==> src/rtl/mem_port_arbiter.sv <==
// Shares one single-ported memory between fetch (read) and data (read/write).
// Ports: if_* fetch side, d_* data side, m_* memory port, owner = granted side.
module mem_port_arbiter #(
  parameter int unsigned MAX_DATA_RUN = 4
) (
  input  logic        clk,
  input  logic        rst_n,
  input  logic        if_req,
  input  logic [31:0] if_addr,
  output logic [31:0] if_rdata,
  output logic        if_valid,
  output logic        if_stall,
  input  logic        d_req,
  input  logic        d_we,
  input  logic [31:0] d_addr,
  input  logic [31:0] d_wdata,
  input  logic [3:0]  d_be,
  output logic [31:0] d_rdata,
  output logic        d_valid,
  output logic        d_stall,
  output logic        m_req,
  output logic        m_we,
  output logic [31:0] m_addr,
  output logic [31:0] m_wdata,
  output logic [3:0]  m_be,
  input  logic [31:0] m_rdata,
  input  logic        m_ready,
  output logic        owner
);

  typedef enum logic [1:0] {
    IDLE,
    FETCH,
    DATA
  } state_t;

  localparam logic [3:0] RUN_MAX = 4'(MAX_DATA_RUN);

  state_t     state;
  state_t     state_nxt;
  logic [3:0] run_cnt;
  logic       if_elig;
  logic       d_elig;
  logic       grant_d;
  logic       grant_f;
  logic       done;

  // valid=1 masks the request that just completed
  assign if_elig = if_req & ~if_valid;
  assign d_elig  = d_req & ~d_valid;

  assign grant_d = (state == IDLE) & d_elig &
                   (~if_elig | (run_cnt < RUN_MAX));
  assign grant_f = (state == IDLE) & ~grant_d & if_elig;
  assign done    = (state != IDLE) & m_ready;

  assign if_stall = if_req & ~if_valid;
  assign d_stall  = d_req & ~d_valid;

  always_ff @(posedge clk or negedge rst_n) begin
    if (!rst_n) state <= IDLE;
    else        state <= state_nxt;
  end

  always_comb begin
    state_nxt = state;
    unique case (1'b1)
      grant_d: state_nxt = DATA;
      grant_f: state_nxt = FETCH;
      done:    state_nxt = IDLE;
      default: state_nxt = state;
    endcase
  end

  always_ff @(posedge clk or negedge rst_n) begin
    if (!rst_n) begin
      run_cnt  <= '0;
      m_req    <= 1'b0;
      m_we     <= 1'b0;
      m_addr   <= '0;
      m_wdata  <= '0;
      m_be     <= '0;
      owner    <= 1'b0;
      if_valid <= 1'b0;
      d_valid  <= 1'b0;
      if_rdata <= '0;
      d_rdata  <= '0;
    end else begin
      if_valid <= 1'b0;
      d_valid  <= 1'b0;
      if (grant_d) begin
        m_req   <= 1'b1;
        m_we    <= d_we;
        m_addr  <= d_addr;
        m_wdata <= d_wdata;
        m_be    <= d_be;
        owner   <= 1'b1;
        if (!if_elig)
          run_cnt <= '0;
        else if (run_cnt != RUN_MAX)
          run_cnt <= run_cnt + 4'd1;
      end else if (grant_f) begin
        m_req   <= 1'b1;
        m_we    <= 1'b0;
        m_addr  <= if_addr;
        m_be    <= 4'hF;
        owner   <= 1'b0;
        run_cnt <= '0;
      end else if (done) begin
        m_req <= 1'b0;
        if (state == FETCH) begin
          if_valid <= 1'b1;
          if_rdata <= m_rdata;
        end else begin
          d_valid <= 1'b1;
          if (!m_we) d_rdata <= m_rdata;
        end
      end
    end
  end

endmodule
==> config.mk <==
export PLATFORM = sky130hd
export DESIGN_NAME = mem_port_arbiter
export DESIGN_NICKNAME = d
export VERILOG_FILES = /design/src/rtl/mem_port_arbiter.sv
export SDC_FILE = /design/constraint.sdc
export NUM_CORES = 1
export LEC_CHECK = 0
export CAP_MARGIN = 25
export CORE_MARGIN = 1.5
export CORE_UTILIZATION = 44
export DETAILED_ROUTE_END_ITERATION = 10
export GPL_ROUTABILITY_DRIVEN = 0
export GPL_TIMING_DRIVEN = 0
export PLACE_DENSITY = 0.86
export SYNTH_ARGS = -nofsm -noshare
export SYNTH_HDL_FRONTEND = slang
export SYNTH_SLANG_ARGS = --single-unit
==> constraint.sdc <==
create_clock -name clk -period 3.5 [get_ports clk]
set_clock_uncertainty 0.05 [all_clocks]
set_input_delay 0.35 -clock clk [delete_from_list [all_inputs] [get_ports clk]]
set_output_delay 0.35 -clock clk [all_outputs]
set_load 0.03 [all_outputs]
==> results.toml, run 1 <==
[clock_network]
cts-buffers-inserted = 17
cts_num_sinks = 143
clock_path_buffers = 2
cts.htree.levels = 4
clock_tree_from_tritoncts = "done"
clock_pin_slew_reported_for_the_worst_setup_and_hold_paths_after_clock_tree_synthesis_ps = 60
clk_latency_ps = 420
ctsRootBufferMaster = "clkbuf_16"
post_cts_resized = 0

[setup_path]
maximum_net_fanout_on_the_critical_path = 8
critPathKind = "flip-flop to output pin"
setup.worst_path.end_class = "output pin"
worst_ep_arrival_time_ps = 2050
setup.worst_path.start_class = "flip-flop"
worst_endpoint_required_time_ps = 3100

[detailed_routing]
drtAntennaViolNets = 0
postRouteWirelength_um = 16900
drt_first_iter_violations = 256
detail_route.wl_per_cell_um = 18.5
dr.pass1.iters = 4
routed-via-count = 4654
drcViolationCount = 0
vias_per_cell = 5.09

[pwr]
finalPower_mw = 9.83
p_int_mw = 5.90
sw_frac_of_total_pct = 40.0
power_leakage_nw = 4.08
power.ir.vdd_worst_mv = 0.709
seq_pwr_share_pct = 30.0
combPwrFrac_pct = 51.6
total_switching_power_mw = 3.93
power_density_nw_per_um2 = 1040
power.clock.fraction_pct = 18.4

[die]
initial_standard_cell_utilization_of_the_core_pct = 45.5
fp.dieArea_um2 = 13900
coreArea_um2 = 12800
die_h_um = 118
fp-row-count = 41
die_width_um = 118
ioPinCount = 277

[finish]
antennaDiodeCount = 0
regArea_um2 = 3580
layoutNonFillerInstCount = 915
syn_to_final_growth_pct = 62.1
final_nets = 870
layout-drive-gt1-share_pct = 18.7
multiInputGateArea_um2 = 1830
n_fill_cell = 787

[synthesis]
synth_cell_types = 24
async_reset_ff_share_pct = 100
ys_dominant_reg_cell = "dfrtp_1"
synth.most_common_cell = "dfrtp_1"
post_synth_main_area_contributors = "dfrtp_1, mux2_2, o221ai_1"
synth.top_cells.by_count = "dfrtp_1, mux2_2, inv_1"
synthesis.yosys.warnings = 0
yosysSeqAreaShare_pct = 61.6
post-synth-top-area-fraction_pct = 61.6
synth_enable_flop_cells = 0
post_synthesis_instance_area_um2 = 5810
syn_area_per_cell_um2 = 13.4
syn-num-nets = 573
postSynthCellCount = 433
synth_top_cell_by_area = "dfrtp_1"
synth.ff_latch_count = 143

[sta]
timing.final.max_slew_violations = 0
grt_setup_unrepaired = "no"
fin_worst_hold_slack_ps = 416
worst_pin_slew_ps = 775
timing_hold_violations_final = 0
final.period_utilization_pct = 70.1
timing.max_slew.rel_slack_pct = 47.5
final.setup.worst_slack_ps = 1050
max_freq_mhz = 407
setup-violations-final = 0
minimum_period_implied_by_the_final_worst_setup_slack_ps = 2450
totalNegativeSetupSlack_ps = 0

[status]
run_status = "completed"

[grt]
grt_pass1_vias = 5102
number_of_antenna_violations_at_the_first_check_in_global_routing = 0
grt_pass1_wl_um = 26700
grtUsageTotal_pct = 25.0
grt_remaining_overflow = 0
grt_max_degree = 87

[placement]
post-dp-hpwl_um = 12500
port_buffers = 276
number_of_cells_after_detailed_placement = 882
dpl_worst_slack_ps = 1100

[hold_path]
hp-class = "primary input to async pin"

[job]
max-cap-violations = 0
[state kept, by name (all words and copies together), names as in the netlist, 2 cells and up]
register  count
m_wdata      32
if_rdata     32
run_cnt       4
d_rdata      32
m_addr       32
state         2
m_be          4
[worst paths after layout]
path	endpoint	startpoint	slack (ps)	depth (start not counted)
max reg2reg	m_addr[28]$_DFFE_PN0P_	if_valid$_DFF_PN0_	1450	5
min reg2reg	m_req$_DFFE_PN0P_	m_req$_DFFE_PN0P_	430	2
max	if_stall	if_valid$_DFF_PN0_	1050	4
min	d_rdata[8]$_DFFE_PN0P_	rst_n	420	2
max in group asynchronous	m_addr[28]$_DFFE_PN0P_	rst_n	2170	3
min in group clk	m_req$_DFFE_PN0P_	m_req$_DFFE_PN0P_	430	2
[cell type report]
type | instances | share of cell area, %
sequential | 143 | 38.0
timing repair buffer | 278 | 29.8
multi-input combinational | 190 | 19.5
clock buffer | 21 | 4.78
inverter | 73 | 2.91
tap | 172 | 2.29
clock inverter | 11 | 1.49
buffer | 27 | 1.30
[metal layers]
layer / global-route usage, % / wire length, um
met4: 9.91 / 386
met5: 0 / 0
met3: 9.69 / 1540
met1: 26.2 / 6250
met2: 44.7 / 8730
[stage by stage]
step                area [um2]  utilization (%)
floorplan                 5810                -
global placement          8790             68.8
detailed placement        8820             69.0
CTS                       9420             73.7
global route              9420             73.7
finish                    9420             73.7
[critical path, stage by stage (launching register included)]
cell             delay [ps]
dfrtp_1                 380
nand2b_1                140
clkbuf_1                220
inv_1                   170
clkdlybuf4s50_1         720
[layout by cell type, fill, tap and decap left out, drive strengths merged]
cell           count
a21boi             1
a22o               2
and2               2
and3               1
buf               14
bufinv             3
clkbuf            36
clkdlybuf4s50    275
clkinv             7
clkinvlp           1
dfrtp            143
dlygate4sd3        1
ha                 2
inv               73
mux2              97
nand2              2
nand2b             3
nand3              1
nor2               2
nor4b              1
o211ai            32
o21ai              6
o221ai            32
o22a               4
o2bb2ai            1
o311ai             1
[what timing repair did]
action,in CTS,in global routing
setup buffers,0,0
endpoints found under the hold margin,57,0
hold buffers,1,0
[cells by family after synthesis]
logic type | Yosys count | share of synthesized area [%]
muxes | 97 | 18.8
adders and majority gates | 2 | 0.431
and+or+nand+nor | 12 | 1.40
buffers and inverters | 100 | 6.83
AOI/OAI and AO/OA | 79 | 10.9
DFF | 143 | 61.6
[power by group through the flow]
stage / clock, mW / sequential [mW] / combinational (mW)
final: 1.81 / 2.95 / 5.07
after global routing: 1.90 / 3.03 / 5.32
after CTS: 1.83 / 2.95 / 5.11
after detailed placement: 0 / 2.96 / 5.08
after global placement: 0 / 2.90 / 4.97
after floorplan: 0 / 4.49 / 1.29
Note: power is estimated with default switching activity, not from simulation.
==> run 2: changes to the inputs <==
--- a/config.mk
+++ b/config.mk
@@ -7,11 +7,11 @@
 export LEC_CHECK = 0
 export CAP_MARGIN = 25
 export CORE_MARGIN = 1.5
-export CORE_UTILIZATION = 44
+export CORE_UTILIZATION = 37
 export DETAILED_ROUTE_END_ITERATION = 10
 export GPL_ROUTABILITY_DRIVEN = 0
 export GPL_TIMING_DRIVEN = 0
-export PLACE_DENSITY = 0.86
+export PLACE_DENSITY = 0.77
 export SYNTH_ARGS = -nofsm -noshare
 export SYNTH_HDL_FRONTEND = slang
 export SYNTH_SLANG_ARGS = --single-unit
==> constraint.sdc (replaced) <==
create_clock -name clk -period 2 [get_ports clk]
set_clock_uncertainty 0.05 [all_clocks]
set_input_delay 0.2 -clock clk [delete_from_list [all_inputs] [get_ports clk]]
set_output_delay 0.2 -clock clk [all_outputs]
set_load 0.03 [all_outputs]
==> run 2 against run 1 <==
Net effect: critical path depth is 1 lower; clock power is 59% higher; routed wire length is 2.1% lower; core utilization is 12 points lower; first-iteration DRC count is 37% lower; critical path type unchanged; highest routed layer unchanged.
==> results.toml, run 2 (synthesis results as in run 1) <==
[status]
run_status = "completed"

[sta]
fin_worst_hold_slack_ps = 311
worst_pin_slew_ps = 646
grt_setup_unrepaired = "no"
max_freq_mhz = 535
timing.max_slew.rel_slack_pct = 56.5
totalNegativeSetupSlack_ps = 0
timing_hold_violations_final = 0
timing.final.max_slew_violations = 0
final.period_utilization_pct = 93.4
minimum_period_implied_by_the_final_worst_setup_slack_ps = 1870
setup-violations-final = 0

[placement]
port_buffers = 276
number_of_cells_after_detailed_placement = 921
post-dp-hpwl_um = 12500

[finish]
mostFrequentLayoutCells = "clkdlybuf4s50_1, dfrtp_1, mux2_2"
layout-drive-gt1-share_pct = 19.6
multiInputGateArea_um2 = 1850
layoutNonFillerInstCount = 955
syn_to_final_growth_pct = 62.5
most_common_cell_after_layout_fill_and_taps_aside = "clkdlybuf4s50_1"
n_fill_cell = 1227
antennaDiodeCount = 0
regArea_um2 = 3580
final_nets = 871

[clock_network]
clock_path_buffers = 2
clock_pin_slew_reported_for_the_worst_setup_and_hold_paths_after_clock_tree_synthesis_ps = 50
clk_latency_ps = 410
cts_num_sinks = 143
ctsRootBufferMaster = "clkbuf_16"
cts-buffers-inserted = 17
clock_tree_from_tritoncts = "done"
cts.htree.levels = 4

[setup_path]
r2r.worst_path.cells = 6
worst_endpoint_required_time_ps = 1750
regToRegEndpoint = "m_wdata[28]$_DFFE_PN0N_"
rrSetupSlack_ps = 140
worst_ep_arrival_time_ps = 1620
setup.worst_path.start_class = "flip-flop"
setup.worst_path.end_class = "output pin"
critPathKind = "flip-flop to output pin"
maximum_net_fanout_on_the_critical_path = 3
r2r_start = "if_valid$_DFF_PN0_"

[grt]
grt_pass1_vias = 5042
grt_max_degree = 77
grt_remaining_overflow = 0
number_of_antenna_violations_at_the_first_check_in_global_routing = 0
grtUsageTotal_pct = 20.4
grt_pass1_wl_um = 26000

[pwr]
power_density_nw_per_um2 = 1790
power_leakage_nw = 4.07
finalPower_mw = 16.9
power.ir.vdd_worst_mv = 1.06

[die]
fp.dieArea_um2 = 16500
die_h_um = 128
die_width_um = 128
coreArea_um2 = 15300
initial_standard_cell_utilization_of_the_core_pct = 38.1
ioPinCount = 277
fp-row-count = 45

[detailed_routing]
drtAntennaViolNets = 0
postRouteWirelength_um = 16600
drt_first_iter_violations = 162
detail_route.wl_per_cell_um = 17.3
vias_per_cell = 4.85
dr.pass1.iters = 4
drcViolationCount = 0
routed-via-count = 4635

[job]
max-cap-violations = 0

[hold_path]
whs_path_depth = 3
worstHoldEndpoint = "m_we$_DFFE_PN0P_"
hp-class = "primary input to flip-flop"
worst_hold_startpoint = "d_we"
-- run 2: critical path: stages (launching register included) --
cell and delay, ps:
dfrtp_1 430, nand2b_1 240, inv_1 110, dlygate4sd2_1 430
-- run 2: cell type report --
class / count / area share, %
buffer: 27 / 1.38
clock buffer: 21 / 4.77
clock inverter: 11 / 0.968
inverter: 73 / 2.90
multi-input combinational: 190 / 19.6
sequential: 143 / 37.9
tap: 211 / 2.80
timing repair buffer: 279 / 29.7
-- run 2: worst max path at each step --
stage          slack (ps)          startpoint                       end
2_1_floorplan          90  if_valid$_DFF_PN0_    m_addr[10]$_DFFE_PN0P_
3_3_place_gp        -4780               rst_n  if_rdata[19]$_DFFE_PN0P_
3_5_place_dp         -260              if_req   m_wdata[30]$_DFFE_PN0N_
4_1_cts                30   d_valid$_DFF_PN0_    m_addr[19]$_DFFE_PN0P_
5_1_grt                20  if_valid$_DFF_PN0_   m_wdata[28]$_DFFE_PN0N_
6_report              130   d_valid$_DFF_PN0_                   d_stall
-- run 2: metrics by stage --
stage / util [%] / setup WS, ps / cell area, um2
2_1_floorplan: - / 93.8 / 5810
3_3_place_gp: 57.9 / -4780 / 8840
3_5_place_dp: 58.1 / -262 / 8860
4_1_cts: 61.8 / 30.3 / 9430
5_1_grt: 61.9 / 16.8 / 9440
6_report: 61.9 / 132 / 9440
-- run 2: repair_timing --
item                                    CTS  global route
hold buffers                              1             0
pin swaps                                 1             0
resized for setup                         4            10
endpoints found under the setup margin    7            41
hold endpoints to repair                 67             0
setup buffers                             1             0
-- run 2: layer usage --
| metal | vias to the layer above | track usage (%) | part of all wire (%) | wire, um |
|---|---|---|---|---|
| met4 | 0 | 7.73 | 2.1 | 346 |
| li1 | 2108 | - | - | - |
| met1 | 2286 | 22.4 | 37 | 6130 |
| met5 | - | 0 | 0 | 0 |
| met3 | 28 | 7.64 | 9.4 | 1560 |
| met2 | 213 | 36.1 | 51 | 8520 |
-- run 2: report_power, final --
part           internal [mW]  leakage [nW]  total [mW]  switching [mW]
Combinational           4.02          2.10        8.85            4.83
Sequential              4.34          1.71        5.16           0.817
Clock                   1.73         0.263        2.88            1.15
==> run 3: changes to the inputs <==
--- a/config.mk
+++ b/config.mk
@@ -5,13 +5,13 @@
 export SDC_FILE = /design/constraint.sdc
 export NUM_CORES = 1
 export LEC_CHECK = 0
-export CAP_MARGIN = 25
 export CORE_MARGIN = 1.5
 export CORE_UTILIZATION = 37
 export DETAILED_ROUTE_END_ITERATION = 10
 export GPL_ROUTABILITY_DRIVEN = 0
 export GPL_TIMING_DRIVEN = 0
 export PLACE_DENSITY = 0.77
+export SKIP_LAST_GASP = 1
 export SYNTH_ARGS = -nofsm -noshare
 export SYNTH_HDL_FRONTEND = slang
 export SYNTH_SLANG_ARGS = --single-unit
==> run 3 against run 2 <==
Net effect: clock power up 15%; count of clock-buffer cells in the layout down 1; global-route usage about the same; non-clock buffer count unchanged; critical endpoint unchanged; largest power group unchanged.
==> results.toml, run 3 (synthesis results as in run 1) <==
[placement]
port_buffers = 276
post-dp-hpwl_um = 12600
number_of_cells_after_detailed_placement = 921
dpl_worst_slack_ps = -247
placed_area_um2 = 8860

[setup_path]
r2r_start = "state[1]$_DFFE_PN0P_"
critical_path.startpoint = "d_valid$_DFF_PN0_"
worst_ep_arrival_time_ps = 1620
setup.worst_path.start_class = "flip-flop"
worst_endpoint_required_time_ps = 1750
critPathKind = "flip-flop to output pin"
setup.worst_path.end_class = "output pin"
maximum_net_fanout_on_the_critical_path = 3

[grt]
grt_remaining_overflow = 0
grt_max_degree = 77
grtUsageTotal_pct = 20.4
grt_util_met1_pct = 22.4
number_of_antenna_violations_at_the_first_check_in_global_routing = 0
grt_pass1_vias = 5034
global_route.peak_usage_layer = "met2"
grt_pass1_wl_um = 25900
use_met2_pct = 35.4
grt.met3_usage_pct = 7.64

[detailed_routing]
detail_route.wl_per_cell_um = 17.3
drcViolationCount = 0
dr.pass1.iters = 4
vias_per_cell = 4.81
drtAntennaViolNets = 0
drt_first_iter_violations = 150
postRouteWirelength_um = 16500
routed-via-count = 4589

[sta]
timing.final.max_slew_violations = 0
final.setup.worst_slack_ps = 132
grt_setup_unrepaired = "no"
max_freq_mhz = 535
timing.max_slew.rel_slack_pct = 55.8
fin_worst_hold_slack_ps = 303
setup-violations-final = 0
worst_pin_slew_ps = 656
totalNegativeSetupSlack_ps = 0
minimum_period_implied_by_the_final_worst_setup_slack_ps = 1870
final.period_utilization_pct = 93.4
timing_hold_violations_final = 0

[pwr]
power_density_nw_per_um2 = 1820
power.ir.vdd_worst_mv = 1.13
power_leakage_nw = 4.12
finalPower_mw = 17.3

[die]
die_width_um = 128
initial_standard_cell_utilization_of_the_core_pct = 38.1
coreArea_um2 = 15300
fp-row-count = 45
fp.dieArea_um2 = 16500
die_h_um = 128
ioPinCount = 277

[clock_network]
clock_path_buffers = 2
clock_tree_from_tritoncts = "done"
cts-buffers-inserted = 17
clk_latency_ps = 420
cts.htree.levels = 4
clock_pin_slew_reported_for_the_worst_setup_and_hold_paths_after_clock_tree_synthesis_ps = 50
cts_num_sinks = 143
ctsRootBufferMaster = "clkbuf_16"

[status]
run_status = "completed"

[finish]
layout-drive-gt1-share_pct = 20.1
antennaDiodeCount = 0
layoutNonFillerInstCount = 954
mostFrequentLayoutCells = "clkdlybuf4s50_1, dfrtp_1, mux2_2"
most_common_cell_after_layout_fill_and_taps_aside = "clkdlybuf4s50_1"
syn_to_final_growth_pct = 64.0
final_nets = 871
final_core_util_pct = 62.4
final_design_area_no_fill_um2 = 9530

[hold_path]
worst_hold_startpoint = "d_we"
hp-class = "primary input to flip-flop"

[job]
max-cap-violations = 0
[run 3: routing by layer]
layer  wire [um]  part of all wire [%]  vias up
met5           0                     0        -
met1        6100                    37     2243
met4         375                   2.3        0
met2        8480                    51      211
li1            -                     -     2108
met3        1560                   9.4       27
[run 3: area by class of cell]
cell class / instances / area, um2
buffer: 26 / 126
clock buffer: 20 / 457
clock inverter: 11 / 164
fill: 1207 / 5730
inverter: 73 / 274
multi-input combinational: 190 / 1850
sequential: 143 / 3580
tap: 211 / 264
timing repair buffer: 280 / 2810
[run 3: timing repair]
| action | in CTS | in global routing |
|---|---|---|
| endpoints found under the hold margin | 67 | 0 |
| hold buffers | 1 | 0 |
| setup buffers | 0 | 2 |
| endpoints found under the setup margin | 5 | 48 |
| gates resized for setup | 3 | 13 |
| pin swaps | 1 | 1 |
[run 3: final timing paths]
| check | end | slack, ps | depth (start not counted) |
|---|---|---|---|
| worst min-delay path | m_we$_DFFE_PN0P_ | 300 | 3 |
| worst max-delay path | d_stall | 130 | 3 |
| max in group asynchronous | d_rdata[29]$_DFFE_PN0P_ | 810 | 3 |
| min in group asynchronous | m_wdata[7]$_DFFE_PN0N_ | 310 | 2 |
| worst max register to register | m_addr[11]$_DFFE_PN0P_ | 170 | 5 |
| worst min register to register | m_req$_DFFE_PN0P_ | 430 | 2 |
[run 3: critical path, cell delays in order, from the launching register on]
cell and delay [ps]:
dfrtp_1 430, nand2b_1 240, inv_1 100, dlygate4sd2_1 430
[run 3: report_power, final]
part           internal (mW)  leakage (nW)  switching [mW]
logic                   4.04          2.10            4.83
clock network           2.14         0.302            1.17
registers               4.34          1.71           0.807
